## config.mk

```make
export PLATFORM = sky130hd
export DESIGN_NAME = uart_tx_engine
export DESIGN_NICKNAME = d
export VERILOG_FILES = /design/src/rtl/uart_pkg.sv /design/src/rtl/uart_baud_gen.sv /design/src/rtl/uart_tx_engine.sv
export SDC_FILE = /design/constraint.sdc
export NUM_CORES = 1
export LEC_CHECK = 0
export ABC_AREA = 1
export CORE_AREA = 2 2 66 68
export DETAILED_ROUTE_END_ITERATION = 8
export DIE_AREA = 0 0 68 70
export GPL_ROUTABILITY_DRIVEN = 0
export GPL_TIMING_DRIVEN = 0
export HOLD_SLACK_MARGIN = 0.08
export MAX_ROUTING_LAYER = met4
export PLACE_DENSITY = 0.75
export SETUP_SLACK_MARGIN = 0.4
export SLEW_MARGIN = 0
export SYNTH_ARGS = -nofsm -noshare
export SYNTH_HDL_FRONTEND = slang
export SYNTH_SLANG_ARGS = --single-unit
```

## constraint.sdc

```tcl
create_clock -name pclk -period 1.7 [get_ports pclk]
set_clock_uncertainty 0.2 [all_clocks]
set_input_delay 0.255 -clock pclk [delete_from_list [all_inputs] [get_ports pclk]]
set_output_delay 0.255 -clock pclk [all_outputs]
set_load 0.005 [all_outputs]
```

## src/rtl/uart_pkg.sv

```systemverilog
// ---------------------------------------------------------------------------
// uart_pkg
// Shared definitions for the APB UART: transmit FSM state encoding, field
// positions inside the 5-bit frame configuration word, frame-length helpers
// and the register map used by the APB register block.
// ---------------------------------------------------------------------------
package uart_pkg;

  // Transmit FSM states, in the order a frame walks through them.
  typedef enum logic [2:0] {
    ST_IDLE,
    ST_START,
    ST_DATA,
    ST_PARITY,
    ST_STOP1,
    ST_STOP2
  } tx_state_t;

  // Field positions inside cfg[4:0].
  localparam int DBITS_LSB    = 0;
  localparam int STOP_BIT     = 2;
  localparam int PAR_EN_BIT   = 3;
  localparam int PAR_TYPE_BIT = 4;

  // Register map shared with the APB register block.
  localparam logic [7:0] ADDR_CTRL   = 8'h00;
  localparam logic [7:0] ADDR_STT    = 8'h04;
  localparam logic [7:0] ADDR_TXDATA = 8'h08;
  localparam logic [7:0] ADDR_CFG    = 8'h0C;
  localparam logic [7:0] ADDR_RXDATA = 8'h10;

  // Number of data bits in a frame: 00 -> 5 ... 11 -> 8.
  function automatic logic [3:0] data_len(input logic [1:0] dbits);
    return 4'd5 + {2'b00, dbits};
  endfunction

  // Mask selecting the data bits that are actually transmitted.
  function automatic logic [7:0] data_mask(input logic [1:0] dbits);
    return 8'hFF >> (2'd3 - dbits);
  endfunction

endpackage

```

## src/rtl/uart_baud_gen.sv

```systemverilog
// ---------------------------------------------------------------------------
// uart_baud_gen
// Bit-period timer shared by the UART transmitter and receiver. Counts
// 0..BAUD_DIV-1 while enabled and emits a one-cycle bit_tick on the terminal
// count, after which the count restarts from 0.
//
// Ports:
//   pclk      clock
//   presetn   asynchronous active-low reset
//   clear     restart the bit period (frame accept)
//   enable    count while a frame is in progress
//   bit_tick  high during the last cycle of each bit period
// ---------------------------------------------------------------------------
module uart_baud_gen #(
  parameter int BAUD_DIV = 868
) (
  input  logic pclk,
  input  logic presetn,
  input  logic clear,
  input  logic enable,
  output logic bit_tick
);

  localparam int CW = (BAUD_DIV > 1) ? $clog2(BAUD_DIV) : 1;
  localparam logic [CW-1:0] TERM = CW'(BAUD_DIV - 1);

  logic [CW-1:0] baud_cnt;

  assign bit_tick = enable && (baud_cnt == TERM);

  // Free-running divider while enabled; a clear or terminal count restarts it
  // so every bit period is exactly BAUD_DIV cycles long.
  always_ff @(posedge pclk or negedge presetn) begin
    if (!presetn) begin
      baud_cnt <= '0;
    end else if (clear || bit_tick) begin
      baud_cnt <= '0;
    end else if (enable) begin
      baud_cnt <= baud_cnt + CW'(1);
    end
  end

endmodule

```

## src/rtl/uart_tx_engine.sv

```systemverilog
// ---------------------------------------------------------------------------
// uart_tx_engine
// Serial transmit engine of the APB UART. A rising edge on start_tx while
// idle latches tx_data/cfg into shadow registers and sends one frame:
// start bit, 5-8 data bits LSB first, optional parity, 1 or 2 stop bits.
//
// Ports:
//   pclk      clock
//   presetn   asynchronous active-low reset
//   tx_data   byte to send (bits above the configured length ignored)
//   start_tx  start request level; its rising edge triggers a frame
//   cfg       [1:0] data bits, [2] two stop bits, [3] parity enable,
//             [4] parity type (0 even, 1 odd)
//   tx        serial line, idle high
//   tx_busy   frame in progress
//   tx_done   set at frame end, cleared when the next frame is accepted
// ---------------------------------------------------------------------------
module uart_tx_engine
  import uart_pkg::*;
#(
  parameter int BAUD_DIV = 868
) (
  input  logic       pclk,
  input  logic       presetn,
  input  logic [7:0] tx_data,
  input  logic       start_tx,
  input  logic [4:0] cfg,
  output logic       tx,
  output logic       tx_busy,
  output logic       tx_done
);

  tx_state_t  state;
  logic       start_q;
  logic [7:0] shift_reg;
  logic [1:0] dbits_q;
  logic       stop2_q;
  logic       par_en_q;
  logic       parity_q;
  logic [2:0] bit_cnt;
  logic       bit_tick;
  logic       accept;
  logic       last_bit;

  assign accept   = start_tx && !start_q && (state == ST_IDLE);
  assign last_bit = (bit_cnt == 3'(data_len(dbits_q) - 4'd1));

  uart_baud_gen #(
    .BAUD_DIV (BAUD_DIV)
  ) u_baud_gen (
    .pclk     (pclk),
    .presetn  (presetn),
    .clear    (accept),
    .enable   (state != ST_IDLE),
    .bit_tick (bit_tick)
  );

  // Delayed copy of the start request for rising-edge detection, so a level
  // held high never retriggers.
  always_ff @(posedge pclk or negedge presetn) begin
    if (!presetn) begin
      start_q <= 1'b0;
    end else begin
      start_q <= start_tx;
    end
  end

  // Frame sequencer. tx is registered and is always loaded with the level of
  // the state being entered, so the line changes on the same edge as the
  // state. Parity is computed once at accept from the live inputs.
  always_ff @(posedge pclk or negedge presetn) begin
    if (!presetn) begin
      state     <= ST_IDLE;
      tx        <= 1'b1;
      tx_busy   <= 1'b0;
      tx_done   <= 1'b0;
      shift_reg <= '0;
      dbits_q   <= '0;
      stop2_q   <= 1'b0;
      par_en_q  <= 1'b0;
      parity_q  <= 1'b0;
      bit_cnt   <= '0;
    end else begin
      case (state)
        ST_IDLE: begin
          if (accept) begin
            shift_reg <= tx_data;
            dbits_q   <= cfg[DBITS_LSB +: 2];
            stop2_q   <= cfg[STOP_BIT];
            par_en_q  <= cfg[PAR_EN_BIT];
            parity_q  <= (^(tx_data & data_mask(cfg[DBITS_LSB +: 2])))
                         ^ cfg[PAR_TYPE_BIT];
            state     <= ST_START;
            tx        <= 1'b0;
            tx_busy   <= 1'b1;
            tx_done   <= 1'b0;
          end
        end
        ST_START: begin
          if (bit_tick) begin
            state   <= ST_DATA;
            bit_cnt <= '0;
            tx      <= shift_reg[0];
          end
        end
        ST_DATA: begin
          if (bit_tick) begin
            if (last_bit) begin
              if (par_en_q) begin
                state <= ST_PARITY;
                tx    <= parity_q;
              end else begin
                state <= ST_STOP1;
                tx    <= 1'b1;
              end
            end else begin
              bit_cnt   <= bit_cnt + 3'd1;
              shift_reg <= shift_reg >> 1;
              tx        <= shift_reg[1];
            end
          end
        end
        ST_PARITY: begin
          if (bit_tick) begin
            state <= ST_STOP1;
            tx    <= 1'b1;
          end
        end
        ST_STOP1: begin
          if (bit_tick) begin
            if (stop2_q) begin
              state <= ST_STOP2;
            end else begin
              state   <= ST_IDLE;
              tx_busy <= 1'b0;
              tx_done <= 1'b1;
            end
          end
        end
        ST_STOP2: begin
          if (bit_tick) begin
            state   <= ST_IDLE;
            tx_busy <= 1'b0;
            tx_done <= 1'b1;
          end
        end
        default: begin
          state   <= ST_IDLE;
          tx      <= 1'b1;
          tx_busy <= 1'b0;
        end
      endcase
    end
  end

endmodule

```

# Word level (Yosys, flattened, before mapping)
# Index checks and enable logic that the tools add are counted.
[totals]
regBits = 33
in_bits = 16
[classes]
n_eq_ne = 16
n_reduce_logical = 21
mux = 34
shift = 1
add_sub_neg = 5
bitwise_logic = 4
[ops]
columns = ["cell", "n"]
rows = [
  ["$mux W3", 11],
  ["$mux W8", 3],
  ["$mux W10", 2],
  ["$pmux W3 S6", 1],
  ["$pmux W8 S2", 1],
  ["$reduce_and A5 Y1", 3],
  ["$mux W1", 12],
  ["$ne A2 B1 Y1 const B", 6],
  ["$add A10 B1 Y10 const B", 1],
  ["$eq A10 B10 Y1 const B", 1],
  ["$and A8 B8 Y8", 1],
  ["$reduce_and A4 Y1", 2],
  ["$reduce_xor A8 Y1", 1],
  ["$shr A8 B2 Y8 const A", 1],
  ["$reduce_and A7 Y1", 1],
  ["$eq A3 B2 Y1 const B", 2],
  ["$eq A3 B3 Y1 const B", 2],
  ["$ne A2 B2 Y1 const B", 3],
  ["$pmux W3 S2", 1],
  ["$reduce_bool A2 Y1", 3],
  ["$reduce_bool A3 Y1", 2],
  ["$pmux W1 S5", 1],
  ["$pmux W1 S4", 1],
  ["$add A3 B1 Y3 const B", 1],
  ["other kinds (15)", 18],
]

# Depth between registers and ports, before layout
[logic_depth]
depth_word = 6
mapped_depth = 10
depth_no_buf = 10

# Hierarchy
# A second synthesis with hierarchy kept.
[unflattened]
cells_unflattened = 289
hier_area_um2 = 2085.8
[modules_own_cells]
columns = ["mod", "n_inst", "area_each_um2", "cells_each"]
rows = [
  ["uart_tx_engine", 1, 1452.6, 202],
  ["uart_baud_gen", 1, 633.1, 87],
]

# Worst setup path before layout
# No wires, ideal clock.
[synth_path]
kind = "reg2reg"
from = "reg u_baud_gen.baud_cnt[0]"
to = "reg shift_reg[6]"
path_slack_ps = -45
path_stages_with_launch = 10
path_buffers = 1
synth_period_minus_slack_ps = 1745
arrival_ps = 1421
setup_ps = 123
cell_sequence = "dfrtp_1 -> ha_1 -> nand2_1 -> nor2_1 -> nand3_4 -> nand2_1 -> nand3_4 -> buf_6 -> nand2_1 -> o21ai_2"
[synth_between]
elab_chain_cells = 4
[synth_rtl]
columns = ["element", "line_no", "rtl"]
rows = [
  ["start: declaration", "uart_baud_gen.sv:27", "logic [CW-1:0] baud_cnt;"],
  ["start signal: assignment", "uart_baud_gen.sv:39", "baud_cnt <= baud_cnt + CW'(1);"],
  ["$eq A10 B10 Y1", "uart_baud_gen.sv:29", "assign bit_tick = enable && (baud_cnt == TERM);"],
  ["$logic_and A1 B1 Y1", "uart_baud_gen.sv:29", ""],
  ["$ne A2 B1 Y1 (no line)", "--", ""],
  ["$reduce_and A4 Y1 (no line)", "--", ""],
  ["end signal: assignment", "uart_tx_engine.sv:87", "shift_reg <= tx_data;"],
  ["end signal: assignment", "uart_tx_engine.sv:118", "shift_reg <= shift_reg >> 1;"],
  ["end: declaration", "uart_tx_engine.sv:35", "logic [7:0] shift_reg;"],
]
# No other way between the ends.
# A chain may end at the register's enable or synchronous reset.

# Worst setup path after layout
[layout_path]
from = "reg state[0]"
to = "reg state[0]"
[layout_between]
elab_chain_cells = 4
[layout_rtl]
columns = ["element", "line_no", "rtl"]
rows = [
  ["start: declaration", "uart_tx_engine.sv:33", "tx_state_t state;"],
  ["start signal: assignment", "uart_tx_engine.sv:73", "state <= ST_IDLE;"],
  ["start signal: assignment", "uart_tx_engine.sv:93", "state <= ST_START;"],
  ["start signal: assignment", "uart_tx_engine.sv:101", "state <= ST_DATA;"],
  ["$reduce_bool A3 Y1 or $logic_not A3 Y1 (tied branches)", "uart_tx_engine.sv:54, uart_tx_engine.sv:45, uart_tx_engine.sv:84", ""],
  ["$logic_and A1 B1 Y1, on equally long branches", "uart_baud_gen.sv:29, uart_tx_engine.sv:45", ""],
  ["$ne A2 B1 Y1 (no line)", "--", ""],
  ["$reduce_and A7 Y1 (no line)", "--", ""],
]
# Parallel ways exist; a longest one is shown, timed or not.

==> impl_metrics.env <==
export IMPL_area_delta_synth_final_pct=42.54
export IMPL_yosysWarningCount=0
export IMPL_largest_register_ffs=10
export IMPL_dr_wl_met3_um=286
export IMPL_clkPwrFrac_pct=38.1
export IMPL_drt_initial_drc_count=136
export IMPL_portBuffers=18
export IMPL_irDropWorstVdd_uv=381.9
export IMPL_final_min_clock_period_ns=1.721
export IMPL_grt_pass1_wl_um=8562
export IMPL_crit_chain="nor3_4 -> buf_4 -> buf_4 -> nand2_1 -> nand3_1 -> nand3_1 -> nand2_1"
export IMPL_regToRegStartpoint="state[0]"
export IMPL_top_signal_layer_used="met4"
export IMPL_slowest_delay_ns=0.47
export IMPL_crit_slowest_cell="dfrtp_2"
export IMPL_pre_cts_slack_ns=-0.2541
export IMPL_htreeDepth=2
export IMPL_layout_common_cells="nand2_1 (75), inv_1 (31), dfrtp_1 (27), buf_4 (25), nand3_1 (22)"
export IMPL_synthesis_area_um2=2062
export IMPL_dpl_cell_area_um2=2349
export IMPL_cp_num_buf_inv=2
export IMPL_p_per_area_nw_per_um2=525.4
export IMPL_setup_violations_final=3
export IMPL_cp_arrival_ns=1.75
export IMPL_grt_ovfl_total=0
export IMPL_grt_max_degree=34
export IMPL_wl_met1_um=2256
export IMPL_ys_ff_latch=33
export IMPL_status="finished with violations"
export IMPL_first_pass_iters=4
export IMPL_synth_nets=309
export IMPL_stdcell_area_um2=2939
export IMPL_cp_max_fo=5
export IMPL_critPathRequiredTime_ns=1.73
export IMPL_synthCells=291
export IMPL_yosysSeqAreaShare_pct=40.11
export IMPL_wl_met2_um=2986
export IMPL_path_clk_slew_ns=0.07
export IMPL_antenna_left=0
export IMPL_dpl_cell_count=361
export IMPL_clock_sinks=33
export IMPL_fin_hold_ws_ns=-0.1833
export IMPL_nNetsFinal=368
export IMPL_power_uw=1544
export IMPL_io_pins=19
export IMPL_core_area_um2=4144
export IMPL_die_w_um=68
export IMPL_initial_core_util_pct=49.76
export IMPL_drive_gt1_share_pct=38.46
export IMPL_cts_tree="built"
export IMPL_dp_hpwl_um=3042
export IMPL_final_common_cell="nand2_1"
export IMPL_hold_class="input pin to async pin"
export IMPL_rsz0062_at_grt="yes"
export IMPL_n_antenna_cell=0
export IMPL_swShare_pct=25.42
export IMPL_die_area_um2=4760
export IMPL_end_kind="flip-flop"
export IMPL_vias_per_cell=5.380
export IMPL_numCtsBuffers=5
export IMPL_cts_max_path_buffers=2
export IMPL_vias=2168
export IMPL_synth_cell_type_count=29
export IMPL_wire_per_inst_um=14.33
export IMPL_die_h_um=70
export IMPL_cap_viol_max_count=0
export IMPL_n_fill_cell=312
export IMPL_power_leakage_uw=0.001480
export IMPL_syn_avg_cell_area_um2=7.086
export IMPL_fp_row_count=24
export IMPL_crit_family="simple AND/OR/NAND/NOR gates"
export IMPL_setup_worst_path_start="state[0]"
export IMPL_grt_usage_pct=24.35
export IMPL_worstSetupStartpointType="flip-flop"
export IMPL_combinationalPowerShare_pct=9.5
export IMPL_path_class="flip-flop to flip-flop"
export IMPL_fmax_mhz=581.0
export IMPL_antenna_found_initial=0
export IMPL_intPower_uw=1152
export IMPL_slew_viol_final=0
export IMPL_hold_viol=32
export IMPL_violations="hold timing, setup timing"
export IMPL_post_route_period_util_pct=101.3
export IMPL_reg2reg_slack_ns=-0.02
export IMPL_seqPwrFrac_pct=52.4
export IMPL_grt_pass1_vias=2005
export IMPL_finalNonFillerCells=403
export IMPL_relSlewSlack_pct=51.23
export IMPL_worst_slew_pin_slew_ns=0.7315
export IMPL_layout_setup_ws_ns=-0.02132
export IMPL_drc_errors=0
export IMPL_wl_um=5777
export IMPL_insertion_delay_ns=0.29
export IMPL_clock_root_buffer="clkbuf_8"
export IMPL_p_sw_uw=392.5
-- path summary, 6_finish.rpt --
check                                          to  cells past startpoint
min reg2reg                              parity_q                      2
min                        u_baud_gen.baud_cnt[3]                      1
max in group asynchronous                state[1]                      1
min in group pclk                         start_q                      1
max reg2reg                              state[0]                      7
max                                      state[0]                      7
-- metal layers --
layer	global-route usage, %	up-vias
met5	-	-
met4	10.89	0
met3	5.636	25
met2	39.48	66
met1	28.17	1037
li1	-	1040
-- cell type report --
cell class | instances | area (µm²) | area share, %
Timing Repair Buffer | 52 | 459.2 | 15.62
Sequential cell | 33 | 833.3 | 28.35
Clock inverter | 1 | 7.507 | 0.2554
Buffer | 3 | 37.54 | 1.277
Clock buffer | 7 | 76.32 | 2.597
Inverter | 44 | 172.7 | 5.875
Multi-Input combinational cell | 211 | 1287 | 43.81
Tap cell | 52 | 65.06 | 2.214
-- Yosys cell counts --
| cell type | count | share of area (%) |
|---|---|---|
| nor2_2 | 4 | 1.2 |
| nand2_1 | 97 | 18 |
| ha_1 | 2 | 1.2 |
| dfrtp_1 | 32 | 39 |
| nor3_1 | 2 | 0.49 |
| o21ai_0 | 20 | 4.9 |
| a21oi_4 | 1 | 0.79 |
| a31oi_1 | 1 | 0.30 |
| mux2i_1 | 1 | 0.49 |
| buf_2 | 1 | 0.24 |
| o21ai_2 | 8 | 3.4 |
| o21ai_1 | 1 | 0.24 |
| dfstp_2 | 1 | 1.3 |
| or2_2 | 1 | 0.30 |
| nand2_2 | 1 | 0.30 |
| nor2_4 | 1 | 0.55 |
| nand3_4 | 2 | 1.7 |
| nand3_1 | 30 | 7.3 |
| inv_2 | 4 | 0.73 |
| xor2_1 | 3 | 1.3 |
| o21bai_1 | 1 | 0.36 |
| a21oi_1 | 4 | 0.97 |
| o211ai_1 | 1 | 0.36 |
| inv_1 | 40 | 7.3 |
| nand4_1 | 3 | 0.91 |
| nor3_4 | 1 | 0.79 |
| nor2_1 | 25 | 4.6 |
| nand2_4 | 1 | 0.55 |
| buf_6 | 2 | 1.1 |
-- worst register-to-register path, stage by stage, from the launching register on --
cell and delay [ns]:
dfrtp_2 0.47, nor3_4 0.32, buf_4 0.16, buf_4 0.13, nand2_1 0.09, nand3_1 0.13
nand3_1 0.10, nand2_1 0.07
-- repair_timing --
| item | in CTS | in global routing |
|---|---|---|
| buffers inserted | 22 | 10 |
| cloned | 2 | 0 |
| endpoints found under the setup margin | 35 | 33 |
| endpoints found under the hold margin | 32 | 32 |
| pin swaps | 15 | 16 |
| resized for setup | 49 | 45 |
-- kinds of logic (layout without fill, tap and decap cells) --
family	count (synthesis)	in the layout	share of synthesized area (%)
adders and majority gates	2	2	1.213
xor gates and xnor gates	3	3	1.275
buffers and inverters	47	107	9.344
muxes	1	1	0.4855
and+or+nand+nor	168	168	36.29
AOI/OAI and AO/OA	37	37	11.29
DFF	33	33	40.11
-- power by group through the flow --
stage | Sequential [µW] | Clock, µW | Combinational [µW]
floorplan | 820 | 0 | 68.6
global placement | 821 | 0 | 136
detailed placement | 822 | 0 | 138
CTS | 808 | 598 | 140
global route | 810 | 630 | 169
finish | 809 | 589 | 146
-- per-stage QoR --
| stage | TNS, ns | hold slack (ns) | utilization [%] |
|---|---|---|---|
| finish | -0.04127 | -0.1833 | 70.92 |
| global route | -0.5210 | -0.1253 | 70.92 |
| CTS | 0 | -0.1598 | 65.73 |
| detailed placement | -4.119 | 0.1591 | 56.67 |
| global placement | -19.65 | 0.2553 | 56.79 |
| floorplan | 0 | -0.2406 | - |
Note: power is estimated with default switching activity, not from simulation.
